===== src/rtl/uart_pkg.sv =====
// Shared types for the UART frame parser: FSM states, error cause codes
// and the frame sync marker.
package uart_pkg;

  // Frame assembly states, in the order bytes arrive on the wire
  typedef enum logic [2:0] {
    S_SYNC,
    S_CMD,
    S_LEN,
    S_PAY,
    S_CHK
  } state_t;

  // Cause codes reported on error_code; ERR_NONE only appears after reset
  typedef enum logic [1:0] {
    ERR_NONE = 2'd0,
    LEN_ERR  = 2'd1,
    CHK_ERR  = 2'd2,
    TO_ERR   = 2'd3
  } err_t;

  localparam logic [7:0] SYNC_BYTE = 8'hAA;

endpackage


===== src/rtl/uart_idle_timer.sv =====
// Inter-byte idle timer for the frame parser. Counts cycles while a frame
// is in progress, restarts on every received byte and gives a one-cycle
// expiry pulse when TIMEOUT_CLKS consecutive idle cycles have elapsed.
module uart_idle_timer
  #(parameter int TIMEOUT_CLKS = 52083)
  (
    input  logic clk,
    input  logic rst,
    input  logic active,
    input  logic clear,
    output logic expired
  );

  localparam int CNT_W = $clog2(TIMEOUT_CLKS + 1);

  logic [CNT_W-1:0] count;

  // Expiry fires on the TIMEOUT_CLKS-th idle cycle; a byte in the same cycle wins
  assign expired = active && !clear && (count == CNT_W'(TIMEOUT_CLKS - 1));

  // Idle counter: held at zero when idle or on a byte, restarts after expiry
  always_ff @(posedge clk) begin
    if (rst || !active || clear || expired) begin
      count <= '0;
    end else begin
      count <= count + CNT_W'(1);
    end
  end

endmodule


===== src/rtl/uart_frame_parser.sv =====
// UART frame parser: assembles SYNC(0xAA) CMD LEN payload CHK frames from
// the receiver byte strobe and reports good frames or discarded frames.
// CHK is the XOR of CMD, LEN and every payload byte.
// Optional inter-byte timeout is enabled with the macro PARSER_TIMEOUT_EN.
module uart_frame_parser
  import uart_pkg::*;
  #(
    parameter int MAX_PAYLOAD  = 8,
    parameter int TIMEOUT_CLKS = 52083
  )
  (
    input  logic                             clk,
    input  logic                             rst,
    input  logic [7:0]                       rx_data,
    input  logic                             rx_valid,
    output logic                             frame_valid,
    output logic [7:0]                       frame_cmd,
    output logic [$clog2(MAX_PAYLOAD+1)-1:0] frame_len,
    output logic [MAX_PAYLOAD*8-1:0]         frame_payload,
    output logic                             frame_error,
    output logic [1:0]                       error_code,
    output logic                             busy
  );

  localparam int LEN_W = $clog2(MAX_PAYLOAD + 1);

  state_t                   state;
  logic [7:0]               cmd_r;
  logic [LEN_W-1:0]         len_r;
  logic [LEN_W-1:0]         idx;
  logic [7:0]               chk;
  logic [MAX_PAYLOAD*8-1:0] pay_buf;
  logic                     timeout_hit;

`ifdef PARSER_TIMEOUT_EN
  uart_idle_timer #(.TIMEOUT_CLKS(TIMEOUT_CLKS)) u_idle_timer (
    .clk     (clk),
    .rst     (rst),
    .active  (busy),
    .clear   (rx_valid),
    .expired (timeout_hit)
  );
`else
  // No timer: a partial frame waits forever; this is constant-false for any legal TIMEOUT_CLKS
  assign timeout_hit = (TIMEOUT_CLKS < 0);
`endif

  // Frame FSM with registered outputs; advances only on byte strobes or a timeout
  always_ff @(posedge clk) begin
    if (rst) begin
      state         <= S_SYNC;
      cmd_r         <= '0;
      len_r         <= '0;
      idx           <= '0;
      chk           <= '0;
      pay_buf       <= '0;
      frame_valid   <= 1'b0;
      frame_error   <= 1'b0;
      frame_cmd     <= '0;
      frame_len     <= '0;
      frame_payload <= '0;
      error_code    <= ERR_NONE;
      busy          <= 1'b0;
    end else begin
      frame_valid <= 1'b0;
      frame_error <= 1'b0;
      if (timeout_hit) begin
        state       <= S_SYNC;
        busy        <= 1'b0;
        frame_error <= 1'b1;
        error_code  <= TO_ERR;
      end else if (rx_valid) begin
        case (state)
          S_SYNC: begin
            if (rx_data == SYNC_BYTE) begin
              state <= S_CMD;
              busy  <= 1'b1;
            end
          end
          S_CMD: begin
            cmd_r <= rx_data;
            chk   <= rx_data;
            state <= S_LEN;
          end
          S_LEN: begin
            if (rx_data > 8'(MAX_PAYLOAD)) begin
              frame_error <= 1'b1;
              error_code  <= LEN_ERR;
              state       <= S_SYNC;
              busy        <= 1'b0;
            end else begin
              len_r <= rx_data[LEN_W-1:0];
              chk   <= chk ^ rx_data;
              idx   <= '0;
              state <= (rx_data == 8'h00) ? S_CHK : S_PAY;
            end
          end
          S_PAY: begin
            for (int i = 0; i < MAX_PAYLOAD; i++) begin
              if (idx == LEN_W'(i)) begin
                pay_buf[i*8 +: 8] <= rx_data;
              end
            end
            chk <= chk ^ rx_data;
            if (idx == len_r - LEN_W'(1)) begin
              state <= S_CHK;
            end else begin
              idx <= idx + LEN_W'(1);
            end
          end
          S_CHK: begin
            if (rx_data == chk) begin
              frame_valid <= 1'b1;
              frame_cmd   <= cmd_r;
              frame_len   <= len_r;
              // Buffer slots beyond LEN may hold stale bytes from an older frame
              for (int i = 0; i < MAX_PAYLOAD; i++) begin
                frame_payload[i*8 +: 8] <= (LEN_W'(i) < len_r) ? pay_buf[i*8 +: 8] : 8'h00;
              end
            end else begin
              frame_error <= 1'b1;
              error_code  <= CHK_ERR;
            end
            state <= S_SYNC;
            busy  <= 1'b0;
          end
          default: begin
            state <= S_SYNC;
            busy  <= 1'b0;
          end
        endcase
      end
    end
  end

endmodule


===== config.mk =====
export PLATFORM = sky130hd
export DESIGN_NAME = uart_frame_parser
export DESIGN_NICKNAME = d
export VERILOG_FILES = /design/src/rtl/uart_pkg.sv /design/src/rtl/uart_idle_timer.sv /design/src/rtl/uart_frame_parser.sv
export SDC_FILE = /design/constraint.sdc
export NUM_CORES = 1
export LEC_CHECK = 0
export CAP_MARGIN = 20
export CORE_UTILIZATION = 49
export CTS_CLUSTER_DIAMETER = 150
export CTS_CLUSTER_SIZE = 28
export DETAILED_ROUTE_END_ITERATION = 10
export PLACE_DENSITY = 0.74
export SETUP_SLACK_MARGIN = 0.02
export SYNTH_ARGS = -nofsm -noshare
export SYNTH_HDL_FRONTEND = slang
export SYNTH_SLANG_ARGS = --single-unit

===== constraint.sdc =====
create_clock -name clk -period 1.95 [get_ports clk]
set_input_delay 0.195 -clock clk [delete_from_list [all_inputs] [get_ports clk]]
set_output_delay 0.195 -clock clk [all_outputs]
set_load 0.01 [all_outputs]

==> implementation parameters, run 1 <==
Parameter                              Value

Min path
  Hold Path Cell Cnt ... 4
  Sink of the worst hold path ... idx[0]
  Class of the worst hold path ... in2reg
  Hold_sp ... rst

Setup path
  Worst EP required ... 2.32 ns
  Critical path depth ... 7
  CP bufs+invs ... 1
  FF-to-FF End ... state[2]
  Slowest stage cell on the critical path ... sky130_fd_sc_hd__or4_1
  Register-to-register setup slack ... 0.11 ns
  CP delay by family, top ... simple AND/OR/NAND/NOR gates
  Kind of capture point of the worst setup path ... register
  Type of the worst setup path ... reg2reg
  Maximum fanout along the worst path ... 4
  Count of cells along the worst register-to-register path ... 7
  Cells traversed along the worst timing path ... inv_1, ha_1, xnor2_1, nor2_1, a31oi_2, or4_1, a21oi_1
  Signal arrival time at the worst endpoint ... 2.21 ns
  Critical path's largest stage delay ... 0.48 ns
  Crit path launch type ... register
  Beginning of the worst register-to-register path ... len_r[1]

Clocking
  Cts bufs inserted ... 17
  Clock latency at the later pin of the worst-skew pair ... 0.43 ns
  Maximum root-to-sink buffer count ... 2
  Clock tree from TritonCTS ... done
  CTS Hold Bufs ... 0
  Register clock-pin slew on the reported worst setup and hold paths ... 0.07 ns
  CTS H-tree lvls ... 4
  Sinks on the clock net ... 172
  Clock root buffer ... sky130_fd_sc_hd__clkbuf_16

Synth
  Cell type with the largest total area after synthesis ... sky130_fd_sc_hd__dfxtp_1
  Most area-consuming cells after synthesis ... sky130_fd_sc_hd__dfxtp_1, sky130_fd_sc_hd__a21oi_1, sky130_fd_sc_hd__nand2_1, sky130_fd_sc_hd__nand3_1, sky130_fd_sc_hd__clkbuf_1
  Number of standard cells after synthesis ... 865
  Top FF cell, synth ... sky130_fd_sc_hd__dfxtp_1
  Synthesized cell area ... 6947 sq um
  Number of flops mapped to enable cells by yosys ... 0
  Count of state elements after synthesis ... 172
  YS warnings ... 0
  Distinct cell type count of the synthesized netlist ... 46
  Seq/Total Area, Yosys ... 49.57%
  Post-synthesis average cell area ... 8.031 sq um
  Post-synthesis async set-or-reset flop share ... 0%
  Mapped Nets ... 884
  Share of the synthesized area in the top cell type ... 49.57%

Die
  DIE AREA ... 14660 sq um
  Site Rows ... 43
  I/O pin count ... 92
  Starting Density ... 50.05%
  Vertical die dimension ... 121.1 um
  Width of the die ... 121.1 um
  Total core area ... 13880 sq um

Power and ir drop
  Pleak ... 0.003009 uW
  PnR Total Power ... 6939 uW
  PD cells ... 775.7 nW/um^2
  VDD IR max ... 0.5786 mV

Layout
  Finished layout cell area ... 8946 sq um
  Layout cells sized above 1 ... 11.55%
  Ant. Diodes ... 0
  Final core utilization ... 64.45%
  Post-layout nets ... 985
  Area Growth Syn to Fin ... 28.78%

Place
  Global placement routability congestion ... 0.9152
  Quantity of I/O buffers inserted on ports ... 91
  Placed cell areas ... 8289 sq um
  Final HPWL DP ... 11440 um

Timing
  Worst Skew ... 0.01113 ns
  Final count of hold timing violations ... 0
  Final number of max-transition violations ... 0
  Final setup vio count ... 0
  Least-Margin Pin Slew ... 0.6572 ns
  Remaining max-slew budget at the tightest pin ... 55.89%
  Time the final worst path needs with I/O delays and setup ... 1.844 ns
  Max Clock Freq ... 542.3 MHz
  Setup repair after global routing missed its margin ... no
  Final worst-path cycle share ... 94.56%

Routing
  Via-per-instance ratio ... 5.583
  Post-Route WL ... 17970 um
  First-pass detailed-route iteration total ... 5
  Vias ... 6465
  Residual antenna-violating net count after detailed routing ... 0
  Number of design rule violations left after detail routing ... 0
  DRT iter0 DRCs ... 589
  Wire length per cell ... 15.52 um

Global routing
  Antenna violations before repair ... 0
  GRT overflow ... 0
  Global-route wire length before repair ... 28590 um
  Maximum number of pins on one net before global-route repair ... 127
  Global-route usage over all layers ... 24.97%
  Vias in the first global route ... 5611

Run
  Number of max-cap violations ... 0

Status
  Status ... completed
==> routing by layer <==
layer  GRT usage [%]  vias to the layer above  share of wire [%]
met2           38.00                      244                 46
li1                -                     3170                  -
met4           8.333                        0                2.1
met5               0                        -                  0
met3           5.921                       36                7.4
met1           34.61                     3015                 45
==> what timing repair did <==
item | 4_1_cts | 5_1_grt
gates resized for setup | 0 | 10
setup buffers | 0 | 2
hold endpoints to repair | 0 | 0
endpoints found under the setup margin | 0 | 64
==> per-stage QoR <==
stage / TNS (ns) / setup WS (ns) / hold WS (ns) / instances
final: 0 / 0.1060 / 0.2903 / 1158
after floorplan: 0 / 0.09207 / 0.3816 / 865
after CTS: 0 / 0.05897 / 0.2673 / 1154
after detailed placement: -27.12 / -0.3637 / 0.4436 / 1123
after global routing: 0 / 0.01366 / 0.2977 / 1158
after global placement: -22.95 / -0.3176 / 0.4406 / 1123
==> kinds of logic (layout without fill, tap and decap cells) <==
kind of cell,count (synthesis),count (layout),synth area share [%]
buffers and inverters,82,195,4.989
and+or+nand+nor,392,392,26.57
muxes,4,4,0.5764
DFF,172,172,49.57
adders and majority gates,8,8,1.441
AOI/OAI and AO/OA,193,193,15.09
xor gates and xnor gates,14,14,1.765
==> registers in the layout, indices dropped and copies added, names as in the netlist <==
| register | flops |
|---|---|
| busy | 1 |
| frame_cmd | 8 |
| idx | 4 |
| state | 3 |
| frame_valid | 1 |
| frame_len | 4 |
| len_r | 4 |
| error_code | 2 |
| frame_error | 1 |
| cmd_r | 8 |
| pay_buf | 64 |
| frame_payload | 64 |
| chk | 8 |
==> layout by cell type (no fill, tap or decap), types with 3 or more instances in the layout <==
cell type	synthesis	final
sky130_fd_sc_hd__clkbuf_16	0	19
sky130_fd_sc_hd__nor4b_1	8	8
sky130_fd_sc_hd__clkdlybuf4s50_1	0	89
sky130_fd_sc_hd__xor2_1	10	10
sky130_fd_sc_hd__nor4_2	3	3
sky130_fd_sc_hd__nand3b_1	10	10
sky130_fd_sc_hd__nor2b_1	4	3
sky130_fd_sc_hd__a311o_1	8	8
sky130_fd_sc_hd__nand4_1	4	4
sky130_fd_sc_hd__ha_1	8	7
sky130_fd_sc_hd__nor3_1	3	3
sky130_fd_sc_hd__dfxtp_1	172	171
sky130_fd_sc_hd__buf_12	0	4
sky130_fd_sc_hd__nand2b_1	4	4
sky130_fd_sc_hd__nor2_1	19	19
sky130_fd_sc_hd__nand2_1	195	195
sky130_fd_sc_hd__clkinvlp_4	0	4
sky130_fd_sc_hd__clkinv_2	0	3
sky130_fd_sc_hd__mux2i_1	4	4
sky130_fd_sc_hd__xnor2_1	4	4
sky130_fd_sc_hd__a21oi_1	154	153
sky130_fd_sc_hd__nand4b_1	4	4
sky130_fd_sc_hd__inv_1	7	7
sky130_fd_sc_hd__clkinv_4	0	3
sky130_fd_sc_hd__or4_1	4	4
sky130_fd_sc_hd__buf_4	4	60
sky130_fd_sc_hd__nand3_1	121	121
sky130_fd_sc_hd__o21ai_0	13	13
==> tightest hold or removal path: stages <==
cell and delay, ns:
sky130_fd_sc_hd__buf_4 0.15, sky130_fd_sc_hd__inv_1 0.15, sky130_fd_sc_hd__nand2_1 0.10, sky130_fd_sc_hd__o22ai_1 0.07
==> area by class of cell <==
| cell class | count | area (sq um) |
|---|---|---|
| fill | 1202 | 4935 |
| multi-input combinational | 611 | 3197 |
| clock inverter | 13 | 118.9 |
| inverter | 7 | 26.28 |
| tap | 180 | 225.2 |
| timing repair buffer | 157 | 1495 |
| sequential | 172 | 3445 |
| clock buffer | 18 | 439.2 |
==> cell usage after synthesis, types with 4 or more instances <==
cell / number
sky130_fd_sc_hd__mux2i_1: 4
sky130_fd_sc_hd__o21ai_0: 13
sky130_fd_sc_hd__ha_1: 8
sky130_fd_sc_hd__inv_1: 7
sky130_fd_sc_hd__buf_4: 4
sky130_fd_sc_hd__a311o_1: 8
sky130_fd_sc_hd__a21oi_1: 154
sky130_fd_sc_hd__nand3_1: 121
sky130_fd_sc_hd__buf_2: 13
sky130_fd_sc_hd__nor2b_1: 4
sky130_fd_sc_hd__nor4b_1: 8
sky130_fd_sc_hd__or4_1: 4
sky130_fd_sc_hd__xnor2_1: 4
sky130_fd_sc_hd__nand2b_1: 4
sky130_fd_sc_hd__nand4b_1: 4
sky130_fd_sc_hd__nand3b_1: 10
sky130_fd_sc_hd__nand4_1: 4
sky130_fd_sc_hd__nand2_1: 195
sky130_fd_sc_hd__xor2_1: 10
sky130_fd_sc_hd__nor2_1: 19
sky130_fd_sc_hd__dfxtp_1: 172
sky130_fd_sc_hd__clkbuf_1: 54
==> power breakdown <==
group	switching [uW]	total [uW]	leakage, uW	internal [uW]
Sequential	1.32	3510	0.00139	3510
Clock	1420	3210	0.000265	1790
Combinational	149	218	0.00136	68.9
Total	1570	6940	0.00301	5370
==> worst max path at each step <==
stage | from | end | slack, ns
after floorplan | len_r[0] | state[2] | 0.09
after global placement | rx_data[2] | busy | -0.32
after detailed placement | rx_data[0] | state[1] | -0.36
after CTS | len_r[0] | state[2] | 0.06
after global routing | len_r[0] | state[2] | 0.01
final | len_r[1] | state[2] | 0.11
No activity file was read; power rests on OpenSTA's default activity.
==> run 2: changes to the inputs <==
--- a/config.mk
+++ b/config.mk
@@ -6,6 +6,7 @@
 export NUM_CORES = 1
 export LEC_CHECK = 0
 export CAP_MARGIN = 20
+export CORE_MARGIN = 1
 export CORE_UTILIZATION = 49
 export CTS_CLUSTER_DIAMETER = 150
 export CTS_CLUSTER_SIZE = 28
==> results of run 2 <==
Same layout as run 1: the final DEF is identical, and so are final timing and power.
